<file path="src/rtl/free_space_down_counter_pkg.sv">
// Purpose: shared parameter defaults and capacity check for the parking-lot counter family.
// Latency: n/a (constants and a pure function only).
// Backpressure: n/a.
// Reused by the display and gate controller so every block agrees on WIDTH/CAPACITY.
package free_space_down_counter_pkg;

    localparam int FSDC_WIDTH_DEF    = 4;
    localparam int FSDC_CAPACITY_DEF = 10;

    // The count must be able to hold CAPACITY without wrapping.
    function automatic bit fsdc_capacity_fits(input int width, input int capacity);
        return (capacity >= 0) && (capacity < (1 << width));
    endfunction

endpackage

</file>
<file path="src/rtl/free_space_down_counter_if.sv">
// Purpose: groups the gate-sensor inputs and the counter/flag outputs of the free-space counter.
// Latency: n/a (wiring only).
// Backpressure: none; sensors are level inputs and outputs are free-running registers.
// Ports: enter_sensor/exit_sensor/reload into the counter; free_count, lot_full, lot_empty,
// reject and exit_error out of it. master = sensor/display side, slave = counter.
interface free_space_down_counter_if #(
    parameter int WIDTH = free_space_down_counter_pkg::FSDC_WIDTH_DEF
);
    logic             enter_sensor;
    logic             exit_sensor;
    logic             reload;
    logic [WIDTH-1:0] free_count;
    logic             lot_full;
    logic             lot_empty;
    logic             reject;
    logic             exit_error;

    modport master (
        output enter_sensor, exit_sensor, reload,
        input  free_count, lot_full, lot_empty, reject, exit_error
    );

    modport slave (
        input  enter_sensor, exit_sensor, reload,
        output free_count, lot_full, lot_empty, reject, exit_error
    );
endinterface

</file>
<file path="src/rtl/free_space_down_counter_full_subtractor.sv">
// Purpose: one-bit full subtractor cell (bit1 - bit2 - borrow_in) for the ripple-borrow chain.
// Latency: combinational.
// Backpressure: n/a.
// Ports: bit1 minuend, bit2 subtrahend, borrow_in from lower bit; result, borrow_out to upper bit.
module full_subtractor (
    input  logic bit1,
    input  logic bit2,
    input  logic borrow_in,
    output logic result,
    output logic borrow_out
);
    assign result     = bit1 ^ bit2 ^ borrow_in;
    assign borrow_out = (~bit1 & bit2) | (~(bit1 ^ bit2) & borrow_in);
endmodule

</file>
<file path="src/rtl/free_space_down_counter.sv">
// Purpose: free parking-space counter; entry decrements, exit increments via one ripple-borrow subtractor.
// Latency: sensor first sampled high at edge N updates free_count/flags at edge N+2.
// Backpressure: none; events at full/empty are held off and flagged with reject/exit_error pulses.
// Ports: clk, rst_n (async active-low); bus (slave) carries sensors, reload, count and flags.
module free_space_down_counter
    import free_space_down_counter_pkg::*;
#(
    parameter int WIDTH    = FSDC_WIDTH_DEF,
    parameter int CAPACITY = FSDC_CAPACITY_DEF
) (
    input  logic                            clk,
    input  logic                            rst_n,
    free_space_down_counter_if.slave        bus
);

    if (!fsdc_capacity_fits(WIDTH, CAPACITY)) begin : g_cap_check
        $error("CAPACITY must be < 2**WIDTH");
    end

    localparam logic [WIDTH-1:0] CAP_W = WIDTH'(CAPACITY);

    // Two-flop synchronizer plus a history flop per sensor.
    logic enter_s1_q, enter_s2_q, enter_s3_q;
    logic exit_s1_q,  exit_s2_q,  exit_s3_q;

    always_ff @(posedge clk or negedge rst_n) begin
        if (!rst_n) begin
            enter_s1_q <= 1'b0;
            enter_s2_q <= 1'b0;
            enter_s3_q <= 1'b0;
            exit_s1_q  <= 1'b0;
            exit_s2_q  <= 1'b0;
            exit_s3_q  <= 1'b0;
        end else begin
            enter_s1_q <= bus.enter_sensor;
            enter_s2_q <= enter_s1_q;
            enter_s3_q <= enter_s2_q;
            exit_s1_q  <= bus.exit_sensor;
            exit_s2_q  <= exit_s1_q;
            exit_s3_q  <= exit_s2_q;
        end
    end

    // Rising edge of the synchronized level: one pulse per car, re-armed when the level drops.
    logic ev_in, ev_out;
    assign ev_in  = enter_s2_q & ~enter_s3_q;
    assign ev_out = exit_s2_q  & ~exit_s3_q;

    logic [WIDTH-1:0] free_count_q, free_count_d;
    logic             lot_full_q, lot_empty_q;
    logic             reject_q, reject_d;
    logic             exit_error_q, exit_error_d;

    // Exit adds one by subtracting all-ones; entry subtracts one.
    logic [WIDTH-1:0] operand;
    logic [WIDTH-1:0] diff;
    logic [WIDTH:0]   borrow_chain;
    logic             unused_final_borrow;

    assign operand         = (ev_out & ~ev_in) ? {WIDTH{1'b1}} : WIDTH'(1);
    assign borrow_chain[0] = 1'b0;

    for (genvar i = 0; i < WIDTH; i++) begin : g_sub
        full_subtractor u_fs (
            .bit1       (free_count_q[i]),
            .bit2       (operand[i]),
            .borrow_in  (borrow_chain[i]),
            .result     (diff[i]),
            .borrow_out (borrow_chain[i+1])
        );
    end

    // The guards below keep the count in 0..CAPACITY, so the top borrow is never meaningful.
    assign unused_final_borrow = borrow_chain[WIDTH];

    always_comb begin
        free_count_d = free_count_q;
        reject_d     = 1'b0;
        exit_error_d = 1'b0;
        if (bus.reload) begin
            free_count_d = CAP_W;
        end else if (ev_in && ev_out) begin
            free_count_d = free_count_q;      // car swap is net zero
        end else if (ev_in) begin
            if (free_count_q != '0) free_count_d = diff;
            else                    reject_d     = 1'b1;
        end else if (ev_out) begin
            if (free_count_q != CAP_W) free_count_d = diff;
            else                       exit_error_d = 1'b1;
        end
    end

    always_ff @(posedge clk or negedge rst_n) begin
        if (!rst_n) begin
            free_count_q <= CAP_W;
            lot_full_q   <= 1'b0;
            lot_empty_q  <= 1'b1;
            reject_q     <= 1'b0;
            exit_error_q <= 1'b0;
        end else begin
            free_count_q <= free_count_d;
            // Flags come from the next-state value so they move with free_count.
            lot_full_q   <= (free_count_d == '0);
            lot_empty_q  <= (free_count_d == CAP_W);
            reject_q     <= reject_d;
            exit_error_q <= exit_error_d;
        end
    end

    assign bus.free_count = free_count_q;
    assign bus.lot_full   = lot_full_q;
    assign bus.lot_empty  = lot_empty_q;
    assign bus.reject     = reject_q;
    assign bus.exit_error = exit_error_q;

endmodule
</file>
<file path="src/flat_wrapper.sv">
// flat-port wrapper written by rule: the top's interface ports become plain ports
module free_space_down_counter_flat import free_space_down_counter_pkg::*;
#(
    parameter int WIDTH    = FSDC_WIDTH_DEF,
    parameter int CAPACITY = FSDC_CAPACITY_DEF
)
  (clk, rst_n, bus_enter_sensor, bus_exit_sensor, bus_reload, bus_free_count, bus_lot_full, bus_lot_empty, bus_reject, bus_exit_error);
  free_space_down_counter_if #(.WIDTH(WIDTH)) bus_i ();
  input  logic clk;
  input  logic rst_n;
  input wire logic [$bits(bus_i.enter_sensor)-1:0] bus_enter_sensor;
  input wire logic [$bits(bus_i.exit_sensor)-1:0] bus_exit_sensor;
  input wire logic [$bits(bus_i.reload)-1:0] bus_reload;
  output wire logic [$bits(bus_i.free_count)-1:0] bus_free_count;
  output wire logic [$bits(bus_i.lot_full)-1:0] bus_lot_full;
  output wire logic [$bits(bus_i.lot_empty)-1:0] bus_lot_empty;
  output wire logic [$bits(bus_i.reject)-1:0] bus_reject;
  output wire logic [$bits(bus_i.exit_error)-1:0] bus_exit_error;
  assign bus_i.enter_sensor = bus_enter_sensor;
  assign bus_i.exit_sensor = bus_exit_sensor;
  assign bus_i.reload = bus_reload;
  assign bus_free_count = bus_i.free_count;
  assign bus_lot_full = bus_i.lot_full;
  assign bus_lot_empty = bus_i.lot_empty;
  assign bus_reject = bus_i.reject;
  assign bus_exit_error = bus_i.exit_error;
  free_space_down_counter #(.WIDTH(WIDTH), .CAPACITY(CAPACITY)) u_core (.clk(clk), .rst_n(rst_n), .bus(bus_i));
endmodule
</file>
<file path="config.mk">
export PLATFORM = sky130hd
export DESIGN_NAME = free_space_down_counter_flat
export DESIGN_NICKNAME = d
export VERILOG_FILES = /design/src/rtl/free_space_down_counter_pkg.sv /design/src/rtl/free_space_down_counter_if.sv /design/src/rtl/free_space_down_counter_full_subtractor.sv /design/src/rtl/free_space_down_counter.sv /design/src/flat_wrapper.sv
export SDC_FILE = /design/constraint.sdc
export NUM_CORES = 1
export LEC_CHECK = 0
export ABC_AREA = 1
export ABC_CLOCK_PERIOD_IN_PS = 2100
export CELL_PAD_IN_SITES_DETAIL_PLACEMENT = 0
export CELL_PAD_IN_SITES_GLOBAL_PLACEMENT = 1
export CORE_MARGIN = 2
export CORE_UTILIZATION = 37
export CTS_CLUSTER_DIAMETER = 30
export DETAILED_ROUTE_END_ITERATION = 6
export PLACE_DENSITY_LB_ADDON = 0.1
export SYNTH_ARGS = -nofsm -noshare
export SYNTH_HDL_FRONTEND = slang
export SYNTH_SLANG_ARGS = --single-unit
</file>
<file path="constraint.sdc">
create_clock -name clk -period 2.1 [get_ports clk]
set_input_delay 0.42 -clock clk [delete_from_list [all_inputs] [get_ports clk]]
set_output_delay 0.42 -clock clk [all_outputs]
set_load 0.03 [all_outputs]
</file>
==> impl_results.md <==
* Number of levels the H-tree was split into at 1
* # diodes at 0
* Most utilized layer in the global route result: met2
* Number of nets still failing antenna checks after routing at 0
* CTS tree: done
* Number of top-level pins at 13
* Met3 global-route usage at 3.68%
* Ys async rst share at 100%
* Clock sink count at 14
* Total overflow reported by the global router at 0
* Die boundary width at 49.3 um
* Post-route fraction of the period consumed by the critical path at 94.1%
* CTS Buf Count at 3
* Maximum clock frequency at 506 MHz
* Number of flops mapped to enable cells by yosys at 0
* Worst slack, placed at 71.2 ps
* Most common cell in the synthesized netlist: sky130_fd_sc_hd__nand2_1
* Max Transition Viols Final at 0
* Internal power of the cells at 0.486 mW
* Worst VDD drop at 422 uV
* Library cell contributing the largest single delay on the critical path: sky130_fd_sc_hd__clkdlybuf4s50_1
* Fraction of layout instances using a drive strength above 1 at 30.6%
* Share of the core filled with cells in the final layout at 49.7%
* Initial antenna violation count at 0
* Critical path's largest stage delay at 690 ps
* Type of the worst setup path: reg -> out
* Final Total Pwr at 0.710 mW
* Maximum fanout along the worst path at 5
* Syn Inst Count at 92
* Startpoint types: flip-flop
* Total area of multi-input combinational cells at 339 um2
* Worst-case setup margin in the final layout at 124 ps
* Synth top cells by count: 33 x sky130_fd_sc_hd__nand2_1, 12 x sky130_fd_sc_hd__inv_1, 11 x sky130_fd_sc_hd__dfrtp_1, 6 x sky130_fd_sc_hd__nor2_1
* Largest cells by area after synthesis: sky130_fd_sc_hd__dfrtp_1 36%, sky130_fd_sc_hd__nand2_1 16%, sky130_fd_sc_hd__dfstp_2 10%, sky130_fd_sc_hd__inv_1 5.9%, sky130_fd_sc_hd__nor2_4 5.9%
* Number of filler cells placed in the layout at 211
* Total Die Area at 2430 um2
* Syn nets at 99
* Avg Cell Area, Syn at 8.27 um2
* Slew headroom at 60.3%
* Wirelength per Cell at 10.3 um
* Cell taking the most area after synthesis: sky130_fd_sc_hd__dfrtp_1
* Post-detail-place hpwl at 1120 um
* Number of rows created at floorplan at 16
* Worst min-delay path category: reg -> reg
* Register area at 354 um2
* Global routing usage summed across all routing layers at 14.2%
* Routed vias/inst at 4.36
* Core region area at 1940 um2
* Switching portion of total power at 31.6%
* Met2 track demand over resource at 21.4%
* Predominant post-synthesis flop cell: sky130_fd_sc_hd__dfrtp_1
* Initial core utilization at 39.2%
* Cell at the root of the clock tree: sky130_fd_sc_hd__clkbuf_4
* Crit path buffers/inverters at 1
* Layout overhead on the synthesized area at 27.0%
* Yosys top cell area share at 36.2%
* Yosys warnings at 0
* Number of nets in the layout at 116
* Max clock buf depth at 2
* Clock network latency to the later pin of the worst-skew pair at 270 ps
* Number of distinct library cells after synthesis at 15
* Outcome: finished, final reports clean
* Count of max-cap constraint violations at 0
* Via count of the first global-routing pass at 602
* Cell leakage power at 0.492 nW
* Type of element capturing the critical path: output pin
* Data required time of the worst path at 1680 ps
* Number of setup violations in the final report at 0
* Sequence of cells on the critical path: clkdlybuf4s50_1
* Crit-path leading delay family: buffers and inverters
* Final Routed Wirelength at 1390 um
* Height of the chip at 49.3 um
* Synthesized flop and latch total at 14
* Number of port buffers at 12
* Clock transition time at the flip-flop clock pins of the worst setup and hold paths at 80 ps
* Unrepaired setup endpoints after global routing: true
* Routed via count at 588
* Hold Violations, Final at 0
* 1st-pass router iterations at 4
* Setup slack, reg-to-reg at 160 ps
* Worst hold slack across all endpoints at 354 ps
* Largest net degree at the start of global routing at 15
* First-pass GRT wire length at 2600 um
* DRC violation count after routing at 0
* Combinational Power Share at 29.5%
* Time the worst path needs with I/O delays and setup at 1980 ps
* Total power divided by cell area at 735 nW/um2
* Violation count after the first detailed-routing iteration at 10
* Share of power burned in registers at 44.4%
* Gp weighted congestion at 0.777
* Power share of the clock group at 26.2%
* Worst slew pin tran at 594 ps
* Netlist Area Pre-Place at 761 um2
* Clock Skew at 3.75 ps
* Largest register FFs at 4
* Sw power at 0.224 mW
* Arrival @ worst endpoint at 1560 ps
* Met1 Resource Use GR at 19.4%
* Register area share after synthesis at 46.5%
==> final timing paths <==
path / start / to / depth (start not counted)
max: u_core.bus.free_count[1] / bus_free_count[1] / 1
min: u_core.exit_s1_q / u_core.exit_s2_q / 0
max reg2reg: u_core.bus.free_count[1] / u_core.bus.lot_empty / 14
min reg2reg: u_core.exit_s1_q / u_core.exit_s2_q / 0
max in group asynchronous: rst_n / u_core.enter_s3_q / 1
min in group asynchronous: rst_n / u_core.bus.lot_full / 1
==> cell usage in the layout, fill, tap and decap left out <==
cell type,synthesis,routed
sky130_fd_sc_hd__clkbuf_4,0,3
sky130_fd_sc_hd__o21ai_0,1,1
sky130_fd_sc_hd__inv_2,2,6
sky130_fd_sc_hd__o21ai_1,2,2
sky130_fd_sc_hd__fa_2,0,2
sky130_fd_sc_hd__dfstp_2,3,3
sky130_fd_sc_hd__inv_1,12,8
sky130_fd_sc_hd__clkdlybuf4s50_1,0,12
sky130_fd_sc_hd__buf_4,4,4
sky130_fd_sc_hd__dfrtp_1,11,11
sky130_fd_sc_hd__nand2_4,2,2
sky130_fd_sc_hd__nand2_2,4,8
sky130_fd_sc_hd__nor3_1,2,2
sky130_fd_sc_hd__nor2_4,4,4
sky130_fd_sc_hd__nand2_1,33,29
sky130_fd_sc_hd__clkbuf_8,0,1
sky130_fd_sc_hd__nand3_1,4,4
sky130_fd_sc_hd__nor2_1,6,6
==> per-layer routing <==
layer / vias up / share of wire (%)
met1: 276 / 50
met2: 11 / 46
li1: 301 / -
met4: 0 / 0
met3: 0 / 3.9
met5: - / 0
==> power groups by stage <==
stage	Sequential [mW]	Clock (mW)	Combinational [mW]
final	0.315	0.186	0.209
after global routing	0.318	0.211	0.240
after CTS	0.314	0.196	0.200
after detailed placement	0.320	0	0.199
after global placement	0.319	0	0.200
after floorplan	0.332	0	0.126
==> logic make-up (layout without fill, tap and decap cells) <==
kind of cell	after synthesis	count (layout)	share of synthesized area (%)
AO/OA/AOI/OAI	3	3	1.97
adder cells (fa/ha/maj)	2	2	5.26
buffers and inverters	18	34	10.9
AND/OR/NAND/NOR	55	55	35.4
flip-flops	14	14	46.5
==> through the flow <==
step           instances  cell area (um2)  setup TNS (ps)
2_1_floorplan         92              761               0
3_3_place_gp         130              907               0
3_5_place_dp         130              907               0
4_1_cts              134              943               0
5_1_grt              135              966           -46.2
6_report             135              966               0
==> layout make-up <==
class / count / share of cell area (%)
Sequential cell: 14 / 36.7
Multi-Input combinational cell: 60 / 35.1
Timing Repair Buffer: 16 / 15.5
Inverter: 14 / 5.44
Clock buffer: 4 / 3.76
Tap cell: 27 / 3.50
==> what timing repair did <==
action	4_1_cts	5_1_grt
setup buffers	0	1
hold buffers	0	0
resized for setup	0	10
endpoints found under the setup margin	0	3
(Power assumes the default switching activity.)
